[src/rtl/fp_sqrt_unit_pkg.sv]
// Shared widths, bias constants, state codes and packed formats for the norm square-root stage.
package fp_sqrt_unit_pkg;

  localparam int SUMSQ_EXP_W = 9;
  localparam int SUMSQ_MAN_W = 30;
  localparam int NORM_EXP_W  = 8;
  localparam int NORM_FRAC_W = 15;

  localparam int SUMSQ_BIAS = 254;
  localparam int NORM_BIAS  = 127;

  localparam int RAD_W  = 32;
  localparam int ROOT_W = 16;
  localparam int REM_W  = 18;
  localparam int EXP_W  = 11;
  localparam int CNT_W  = 4;

  localparam logic [1:0] ST_IDLE = 2'd0;
  localparam logic [1:0] ST_NORM = 2'd1;
  localparam logic [1:0] ST_ROOT = 2'd2;
  localparam logic [1:0] ST_DONE = 2'd3;

  typedef struct packed {
    logic [SUMSQ_EXP_W-1:0] expo;
    logic [SUMSQ_MAN_W-1:0] mant;
  } sum_sq_t;

  typedef struct packed {
    logic                   sign;
    logic [NORM_EXP_W-1:0]  expo;
    logic [NORM_FRAC_W-1:0] frac;
  } norm_t;

endpackage

[src/rtl/fp_sqrt_core.sv]
// Restoring integer square root of a 32-bit radicand, one root bit per cycle, MSB first.
// done is high during the final iteration; root holds the full result from the next cycle on.
module fp_sqrt_core
  import fp_sqrt_unit_pkg::*;
(
  input  logic              clk,
  input  logic              rst,
  input  logic              start,
  input  logic [RAD_W-1:0]  x,
  output logic [ROOT_W-1:0] root,
  output logic              busy,
  output logic              done
);

  logic [RAD_W-1:0] x_q;
  logic [REM_W-1:0] rem_q;
  logic [CNT_W-1:0] cnt_q;
  logic [REM_W+1:0] cur;
  logic [REM_W+1:0] div;
  logic [REM_W-1:0] rem_nx;
  logic             take;

  always_comb begin
    cur    = {rem_q, x_q[RAD_W-1 -: 2]};
    div    = {2'b00, root, 2'b01};
    take   = (cur >= div);
    // A failed trial leaves cur below 4Q+1, so it always fits the remainder width.
    rem_nx = take ? REM_W'(cur - div) : cur[REM_W-1:0];
  end

  assign done = busy && (cnt_q == '0);

  always_ff @(posedge clk) begin
    if (rst) begin
      x_q   <= '0;
      rem_q <= '0;
      cnt_q <= '0;
      root  <= '0;
      busy  <= 1'b0;
    end else if (start) begin
      x_q   <= x;
      rem_q <= '0;
      cnt_q <= CNT_W'(ROOT_W - 1);
      root  <= '0;
      busy  <= 1'b1;
    end else if (busy) begin
      x_q   <= {x_q[RAD_W-3:0], 2'b00};
      rem_q <= rem_nx;
      root  <= {root[ROOT_W-2:0], take};
      if (cnt_q == '0) begin
        busy <= 1'b0;
      end else begin
        cnt_q <= cnt_q - 1'b1;
      end
    end
  end

endmodule

[src/rtl/fp_sqrt_unit.sv]
// Square root of a sum-of-squares word into the 24-bit norm format; owns handshake,
// mantissa normalisation and exponent, and hands the integer root to fp_sqrt_core.
module fp_sqrt_unit
  import fp_sqrt_unit_pkg::*;
#(
  parameter int IN_EXP_W  = SUMSQ_EXP_W,
  parameter int IN_MAN_W  = SUMSQ_MAN_W,
  parameter int OUT_EXP_W = NORM_EXP_W,
  parameter int OUT_MAN_W = NORM_FRAC_W
) (
  input  logic                           clk,
  input  logic                           rst,
  input  logic                           in_valid,
  output logic                           in_ready,
  input  logic [IN_EXP_W+IN_MAN_W-1:0]   sum_sq,
  output logic                           out_valid,
  input  logic                           out_ready,
  output logic [OUT_EXP_W+OUT_MAN_W:0]   norm,
  output logic                           underflow
);

  logic [1:0]              state;
  logic [RAD_W-1:0]        w;
  logic signed [EXP_W-1:0] e;
  logic signed [EXP_W-1:0] exp_out;
  logic                    zero;
  logic                    norm_ok;
  logic                    core_start;
  logic                    core_busy;
  logic                    core_done;
  logic [ROOT_W-1:0]       root;
  sum_sq_t                 op;
  norm_t                   res;
  logic                    uf;

  assign op = sum_sq;

  // Normalised once the radicand sits in [2^28, 2^30): the root then lands in [1, 2).
  assign norm_ok    = (w[31:28] != 4'd0) && (w[31:30] == 2'd0);
  assign core_start = (state == ST_NORM) && norm_ok;

  // E is even here; halving it and removing half the input bias plus the output bias
  // re-biases the exponent (the two offsets cancel for 254/127).
  assign exp_out = (e >>> 1) - EXP_W'(SUMSQ_BIAS / 2 - NORM_BIAS);

  always_ff @(posedge clk) begin
    if (rst) begin
      state <= ST_IDLE;
      w     <= '0;
      e     <= '0;
      zero  <= 1'b0;
    end else begin
      case (state)
        ST_IDLE: begin
          if (in_valid) begin
            if (op.mant == '0) begin
              zero  <= 1'b1;
              state <= ST_DONE;
            end else begin
              zero  <= 1'b0;
              state <= ST_NORM;
              if (op.expo[0]) begin
                w <= {1'b0, op.mant, 1'b0};
                e <= {2'b00, op.expo} - 11'd1;
              end else begin
                w <= {2'b00, op.mant};
                e <= {2'b00, op.expo};
              end
            end
          end
        end
        ST_NORM: begin
          if (w[31:28] == 4'd0) begin
            w <= {w[29:0], 2'b00};
            e <= e - 11'sd2;
          end else if (w[31:30] != 2'd0) begin
            w <= {2'b00, w[31:2]};
            e <= e + 11'sd2;
          end else begin
            state <= ST_ROOT;
          end
        end
        ST_ROOT: begin
          if (core_done) begin
            state <= ST_DONE;
          end
        end
        default: begin
          if (out_ready) begin
            state <= ST_IDLE;
          end
        end
      endcase
    end
  end

  fp_sqrt_core u_core (
    .clk   (clk),
    .rst   (rst),
    .start (core_start),
    .x     ({w[29:0], 2'b00}),
    .root  (root),
    .busy  (core_busy),
    .done  (core_done)
  );

  always_comb begin
    res = '0;
    uf  = 1'b0;
    if (state == ST_DONE && !zero) begin
      if (exp_out[EXP_W-1] || exp_out == '0) begin
        uf = 1'b1;
      end else begin
        res.sign = 1'b0;
        res.expo = exp_out[7:0];
        res.frac = root[14:0];
      end
    end
  end

  assign in_ready  = (state == ST_IDLE);
  assign out_valid = (state == ST_DONE);
  assign norm      = res;
  assign underflow = uf;

  // A normalised radicand always yields a root with its top bit set.
  assert property (@(posedge clk) disable iff (rst)
                   (state == ST_DONE && !zero) |-> root[ROOT_W-1]);

  // The core is only started from NORM, so it can never be busy while the wrapper is idle.
  assert property (@(posedge clk) disable iff (rst)
                   (state == ST_IDLE) |-> !core_busy);

endmodule

[config.mk]
export PLATFORM = sky130hd
export DESIGN_NAME = fp_sqrt_unit
export DESIGN_NICKNAME = d
export VERILOG_FILES = /design/src/rtl/fp_sqrt_unit_pkg.sv /design/src/rtl/fp_sqrt_core.sv /design/src/rtl/fp_sqrt_unit.sv
export SDC_FILE = /design/constraint.sdc
export NUM_CORES = 1
export LEC_CHECK = 0
export BUFFER_PORTS_ARGS = -buffer_cell sky130_fd_sc_hd__buf_2
export CAP_MARGIN = 25
export CELL_PAD_IN_SITES_DETAIL_PLACEMENT = 0
export CELL_PAD_IN_SITES_GLOBAL_PLACEMENT = 2
export CORE_MARGIN = 3
export CORE_UTILIZATION = 35
export CTS_BUF_LIST = sky130_fd_sc_hd__clkbuf_8 sky130_fd_sc_hd__clkbuf_16
export DETAILED_ROUTE_END_ITERATION = 8
export GPL_TIMING_DRIVEN = 0
export HOLD_SLACK_MARGIN = 0.1
export PLACE_DENSITY_LB_ADDON = 0.1
export SYNTH_ARGS = -nofsm -noshare
export SYNTH_HDL_FRONTEND = slang
export SYNTH_SLANG_ARGS = --single-unit
[constraint.sdc]
create_clock -name clk -period 4.9 [get_ports clk]
set_clock_uncertainty 0.2 [all_clocks]
set_input_delay 0.735 -clock clk [delete_from_list [all_inputs] [get_ports clk]]
set_output_delay 0.735 -clock clk [all_outputs]
set_load 0.05 [all_outputs]
==> metrics.csv, run 1 <==
metric,value,unit
min_from,u_core.rem_q[13]$_SDFFE_PP0P_,
ff2ff_setup_slack,1700,ps
synth_area,6990,um^2
grt_overflow,0,
maxSlewViolCount,0,
drt-total-wl,21.5,mm
track_usage,0.197,
crit_path_start_kind,flop,
ys.flop_type,dfxtp_1,
antenna_cells,0,
synth.avg_cell_area,7.87,um^2
avgRoutedWirePerCell,17.1,um
period_needed,3850,ps
netlist-cell-type-count,56,
min_delay_worst_endpoint,u_core.rem_q[15]$_SDFFE_PP0P_,
reg2reg_depth,11,
drt_iter0_drc,247,
yosys-top-cells-area,"dfxtp_1 (33%), mux2i_1 (9.0%), a211oi_1 (7.1%), a21oi_1 (6.2%), nor2_1 (6.1%)",
cellLeakagePower,3.17,nW
cap_violations,0,
place.gp.congestion,0.809,
cts_made_buffers,17,
tns,0,ps
yosysMostFrequentCell,dfxtp_1,
ys_ff_latch,114,
use_met1,0.265,
met3_usage,0.0327,
reg2reg_from,w[28]$_SDFFE_PP0P_,
grt.busiest_layer,met2,
finalCritPeriodShare,0.785,
seq_area_frac_synth,0.326,
path_clk_slew,60,ps
cts_sinks,114,
dieArea,21700,um^2
yosysTopAreaCell,dfxtp_1,
grt_first_pass_wirelength,34.3,mm
endpoint_kind,output pin,
drive_above_1_share,0.122,
htreeDepth,4,
drcViolationCount,0,
p_total,5.13,mW
setup_violations,0,
hold_depth,2,
grt_start_max_net_pins,17,
outcome,finished clean,
num_rows,51,
grtUsageMet2,0.335,
hold_class,flop to flop,
cts_hold_buf,0,
dp_hpwl,16.2,mm
start_util,0.358,
antenna_found_initial,0,
async_reset_ff_frac,0,
yosys_warnings,0,
max_slew.worst_pin.slew,791,ps
arrival,2910,ps
fmax,0.260,GHz
ir_drop,0.241,mV
port_buffers,68,
crit_fanout,10,
cts_setup_buffers,0,
p_per_area,620,nW/um^2
cts_tree,yes,
vias,6583,
drtAntennaViolNets,0,
final_nets,1043,
rsz0062_at_grt,no,
clk_path_buf_depth,2,
clk_latency,410,ps
setup_ws,1050,ps
r2r-end,e[9]$_SDFFE_PP0P_,
maxSlewHeadroom,0.473,
finalHoldViolations,0,
die_w,147,um
core_area,19500,um^2
cts-root-buf,clkbuf_16,
post-place-ws,1390,ps
synth_edf_count,0,
syn-instance-count,888,
synth_common_cells,"dfxtp_1 (114), nor2_1 (113), a21oi_1 (86), nand2_1 (77), a211oi_1 (66)",
die_y,147,um
crit_type,flop to output pin,
avgViaCountPerCell,5.26,
synth_top_area_frac,0.326,
syn-num-nets,956,
fill_cells,2105,
cp.required,3960,ps
syn_to_final_growth,18.5,%
cts_resized,0,
grt_pass1_vias,6327,
pin_count,70,
drtPass1Iterations,5,
==> registers in the layout, summed over array words and instances, names as in the netlist <==
signal        count
e                10
state             2
u_core.busy       1
u_core.cnt_q      4
u_core.rem_q     18
u_core.root      16
u_core.x_q       30
w                32
zero              1
==> report_power, final <==
part	switching (mW)	internal (mW)
registers	0.206	1.13
clock network	0.449	0.868
logic	1.51	0.968
total	2.17	2.97
==> cell type report <==
type,instances,area [um^2],area share
buffer,70,305,0.0369
tap,265,332,0.0400
sequential,114,2280,0.276
multi-input combinational,679,4310,0.520
timing repair buffer,68,340,0.0411
clock inverter,12,165,0.0199
clock buffer,19,453,0.0547
inverter,25,93.8,0.0113
==> critical path: stages (launching register included) <==
cell and delay [ps]:
dfxtp_1 400, ha_1 220, nor3b_1 580, nor2b_1 410
clkbuf_1 440, and2_1 190, buf_2 250
==> metrics by stage <==
step	instances	utilization	instance area (um^2)	hold WS, ps
3_3_place_gp	1221	0.392	7660	278
2_1_floorplan	888	-	6990	246
6_report	1252	0.424	8280	296
3_5_place_dp	1221	0.392	7660	291
5_1_grt	1252	0.424	8280	339
4_1_cts	1252	0.424	8280	298
==> layer usage <==
metal / up-vias / share of wire / wire, um
met5: - / 0 / 0
met4: 0 / 0.011 / 233
met3: 12 / 0.037 / 800
met2: 129 / 0.47 / 10200
met1: 3062 / 0.48 / 10200
li1: 3380 / - / -
==> logic make-up (layout without fill, tap and decap cells) <==
family	after synthesis	count (layout)	share of synthesized area
XOR/XNOR	19	19	0.0238
flip-flops	114	114	0.326
buffers and inverters	95	194	0.0571
other	1	1	0.000536
AO/OA/AOI/OAI	244	244	0.229
AND/OR/NAND/NOR	326	326	0.227
adder cells (fa/ha/maj)	25	25	0.0447
multiplexers	64	64	0.0918
==> worst max-delay path by stage <==
stage	end	cells after the start	start
final	norm[9]	6	state[0]$_SDFFE_PP0P_
after CTS	norm[11]	6	state[0]$_SDFFE_PP0P_
after floorplan	underflow	5	e[2]$_SDFFE_PP0P_
after global placement	norm[12]	6	state[1]$_SDFFE_PP0P_
after global routing	norm[10]	6	state[1]$_SDFFE_PP0P_
after detailed placement	norm[11]	6	state[1]$_SDFFE_PP0P_
==> cell usage in the layout (no fill, tap or decap), types with 5 or more instances in the layout <==
master,synthesis,layout
a211oi_1,66,66
a21oi_1,86,86
a311oi_1,24,24
a31oi_1,8,8
and2_1,26,26
buf_2,10,78
buf_4,6,6
clkbuf_1,49,49
clkbuf_16,0,17
dfxtp_1,114,114
ha_1,25,25
inv_1,25,27
mux2i_1,63,63
nand2_1,77,77
nand2b_1,9,9
nand3_1,8,8
nand3b_1,5,5
nand4_1,9,9
nor2_1,113,113
nor2b_1,33,33
nor3_1,13,13
nor4_1,8,8
o21a_1,5,5
o21ai_0,26,26
or3_1,5,5
or4_1,7,7
xnor2_1,15,15
(Power assumes the default switching activity.)
==> run 2, diff against run 1 <==
- ABC_AREA: default -> 1
- CORE_UTILIZATION: 35 -> 32
- clock period: 4.9 -> 3.69 ns (I/O delays scaled with it)
==> run 2 against run 1 <==
Effect of this change: combinational power is 74% higher; utilization is 3.6 points lower; synthesized area is 3.7% higher; sequential share of layout area is 0.88 points lower; via count is 15% higher; clock power is 34% higher; sequential power is 37% higher; total power is 54% higher; register-to-register slack worse by 720 ps; clock-buffer cell count is 1 lower; design area is 3.3% higher; largest cell class unchanged.
==> metrics.csv, run 2 <==
metric,value,unit
drive_above_1_share,0.108,
pin_count,70,
port_buffers,66,
netlist-cell-type-count,41,
cts_made_buffers,17,
ys_ff_latch,114,
top_register,w,
yosysTopAreaCell,dfxtp_1,
seq_area_frac_synth,0.315,
setup_violations,0,
drt_iter0_drc,442,
cts-root-buf,clkbuf_16,
antenna_found_initial,0,
cts_hold_buf,0,
layout_commonest_cell,nand2_1,
synth_area,7250,um^2
dp_hpwl,19.6,mm
die_y,157,um
cts_sinks,114,
drt-total-wl,25.4,mm
fin_cells,1528,
fill_cells,2518,
cap_violations,0,
fmax,0.302,GHz
crit_path_start_kind,flop,
rsz0062_at_grt,no,
htreeDepth,4,
maxSlewViolCount,0,
finalHoldViolations,0,
yosys-top-cells-area,"dfxtp_1 (31%), nand2_1 (14%), a21oi_1 (11%), o21ai_0 (7.8%), inv_1 (7.0%)",
cp_num_buf_inv,3,
crit_type,flop to output pin,
path_clk_slew,60,ps
crit_fanout,10,
syn-instance-count,1150,
vias,7586,
cp.required,2940,ps
maxSlewHeadroom,0.492,
num_rows,54,
cts_setup_buffers,0,
dieArea,24500,um^2
antenna_cells,0,
hold_class,primary input to flop,
avgViaCountPerCell,4.96,
clk_path_buf_depth,2,
die_w,157,um
dp_cells,1496,
drtAntennaViolNets,0,
synth_top_area_frac,0.315,
cp_top_family,simple AND/OR/NAND/NOR gates,
grt_start_max_net_pins,17,
clk_latency,420,ps
grt_overflow,0,
crit_chain,nor2_1 > nand2_1 > nor2_1 > inv_1 > nor4_2 > clkbuf_1 > nor3_1 > buf_2,
syn_to_final_growth,18.0,%
arrival,2550,ps
cp_slowest_cell,nor4_2,
cellLeakagePower,3.86,nW
cts_resized,0,
start_util,0.329,
ys.flop_type,dfxtp_1,
track_usage,0.212,
grt_pass1_vias,7448,
slowest_delay,570,ps
core_area,22000,um^2
avgRoutedWirePerCell,16.6,um
syn-num-nets,1218,
cts_tree,yes,
max_slew.worst_pin.slew,756,ps
drcViolationCount,0,
tns,0,ps
synth_edf_count,0,
post-place-ws,659,ps
grt_first_pass_wirelength,40.4,mm
largest_reg_flops,32,
endpoint_kind,output pin,
yosysMostFrequentCell,nand2_1,
seq_area,2280,um^2
setup_ws,382,ps
async_reset_ff_frac,0,
multi_input_area,4140,um^2
cpMostUsedCell,nor2_1,
synth.avg_cell_area,6.30,um^2
place.gp.congestion,0.839,
final_nets,1303,
ir_drop,0.328,mV
final_cell_mix,"nand2_1 (276), a21oi_1 (157), inv_1 (136), dfxtp_1 (114), o21ai_0 (113)",
p_per_area,927,nW/um^2
finalCritPeriodShare,0.896,
outcome,finished clean,
reg_top3,"w: 32 flops, u_core.x_q: 30 flops, u_core.rem_q: 18 flops",
drtPass1Iterations,5,
period_needed,3310,ps
yosys_warnings,0,
synth_common_cells,"nand2_1 (276), a21oi_1 (157), inv_1 (136), dfxtp_1 (114), o21ai_0 (113)",
## run 2: changes by cell type after synthesis, sizes merged, moves of 9 or more
cell,previous run,this run
a211oi,66,2
mux2i,63,0
nor2,113,104
nor2b,33,0
a21oi,86,158
and2,26,1
nand2,77,280
nand3,9,45
inv,25,139
nand2b,9,0
o21ai,31,116
## run 2: layout make-up
class / count / area share
plain buffers: 67 / 0.0350
inverters: 140 / 0.0614
flip-flops and latches: 114 / 0.267
multi-input cells: 829 / 0.484
clock buffers: 18 / 0.0513
repair buffers: 66 / 0.0386
clock inverters: 14 / 0.0218
well taps: 280 / 0.0409
## run 2: cell families (layout without fill, tap and decap cells)
| logic type | after synthesis | count (layout) | synth area share |
|---|---|---|---|
| compound gates | 314 | 314 | 0.236 |
| xor+xnor | 14 | 14 | 0.0180 |
| fa+ha+maj | 25 | 25 | 0.0431 |
| buf+inv | 207 | 305 | 0.114 |
| flops | 114 | 114 | 0.315 |
| other cells | 1 | 1 | 0.000517 |
| simple gates | 475 | 475 | 0.274 |
## run 2: layer usage
metal  up-vias  GRT usage  wire (um)
li1       3964          -          -
met1      3465      0.277      12100
met2       130      0.363      12000
met3        27     0.0310        765
met4         0     0.0609        480
met5         -          0          0
## run 2: worst paths after layout
kind | start | to | slack, ps | depth (start not counted)
setup / recovery | e[6]$_SDFFE_PP0P_ | norm[12] | 380 | 8
hold / removal | sum_sq[34] | e[4]$_SDFFE_PP0P_ | 230 | 3
setup reg to reg | state[1]$_SDFFE_PP0P_ | u_core.rem_q[7]$_SDFFE_PP0P_ | 980 | 10
hold reg to reg | u_core.x_q[2]$_SDFFE_PP0P_ | u_core.x_q[2]$_SDFFE_PP0P_ | 270 | 2
## run 2: power by group
| part | total, mW | switching (mW) | internal (mW) |
|---|---|---|---|
| clock network | 1.77 | 0.631 | 1.14 |
| registers | 1.84 | 0.275 | 1.56 |
| logic | 4.32 | 2.95 | 1.37 |
## run 2: per-stage QoR
step | cell area (um^2) | util | power [mW] | hold WS, ps
after detailed placement | 7930 | 0.360 | 6.18 | 262
after global routing | 8560 | 0.388 | 8.65 | 248
final | 8560 | 0.388 | 7.93 | 228
after global placement | 7930 | 0.360 | 6.21 | 255
after floorplan | 7250 | - | 4.92 | 240
after CTS | 8560 | 0.388 | 7.98 | 210
## run 2: worst register-to-register path: cells and delay by family, from the launching register on
| family | cells | cell delay, ps |
|---|---|---|
| buffers and inverters | 6 | 1090 |
| and+or+nand+nor | 2 | 720 |
| DFF | 1 | 350 |
| adders and majority gates | 1 | 150 |
| AOI/OAI and AO/OA | 1 | 70 |
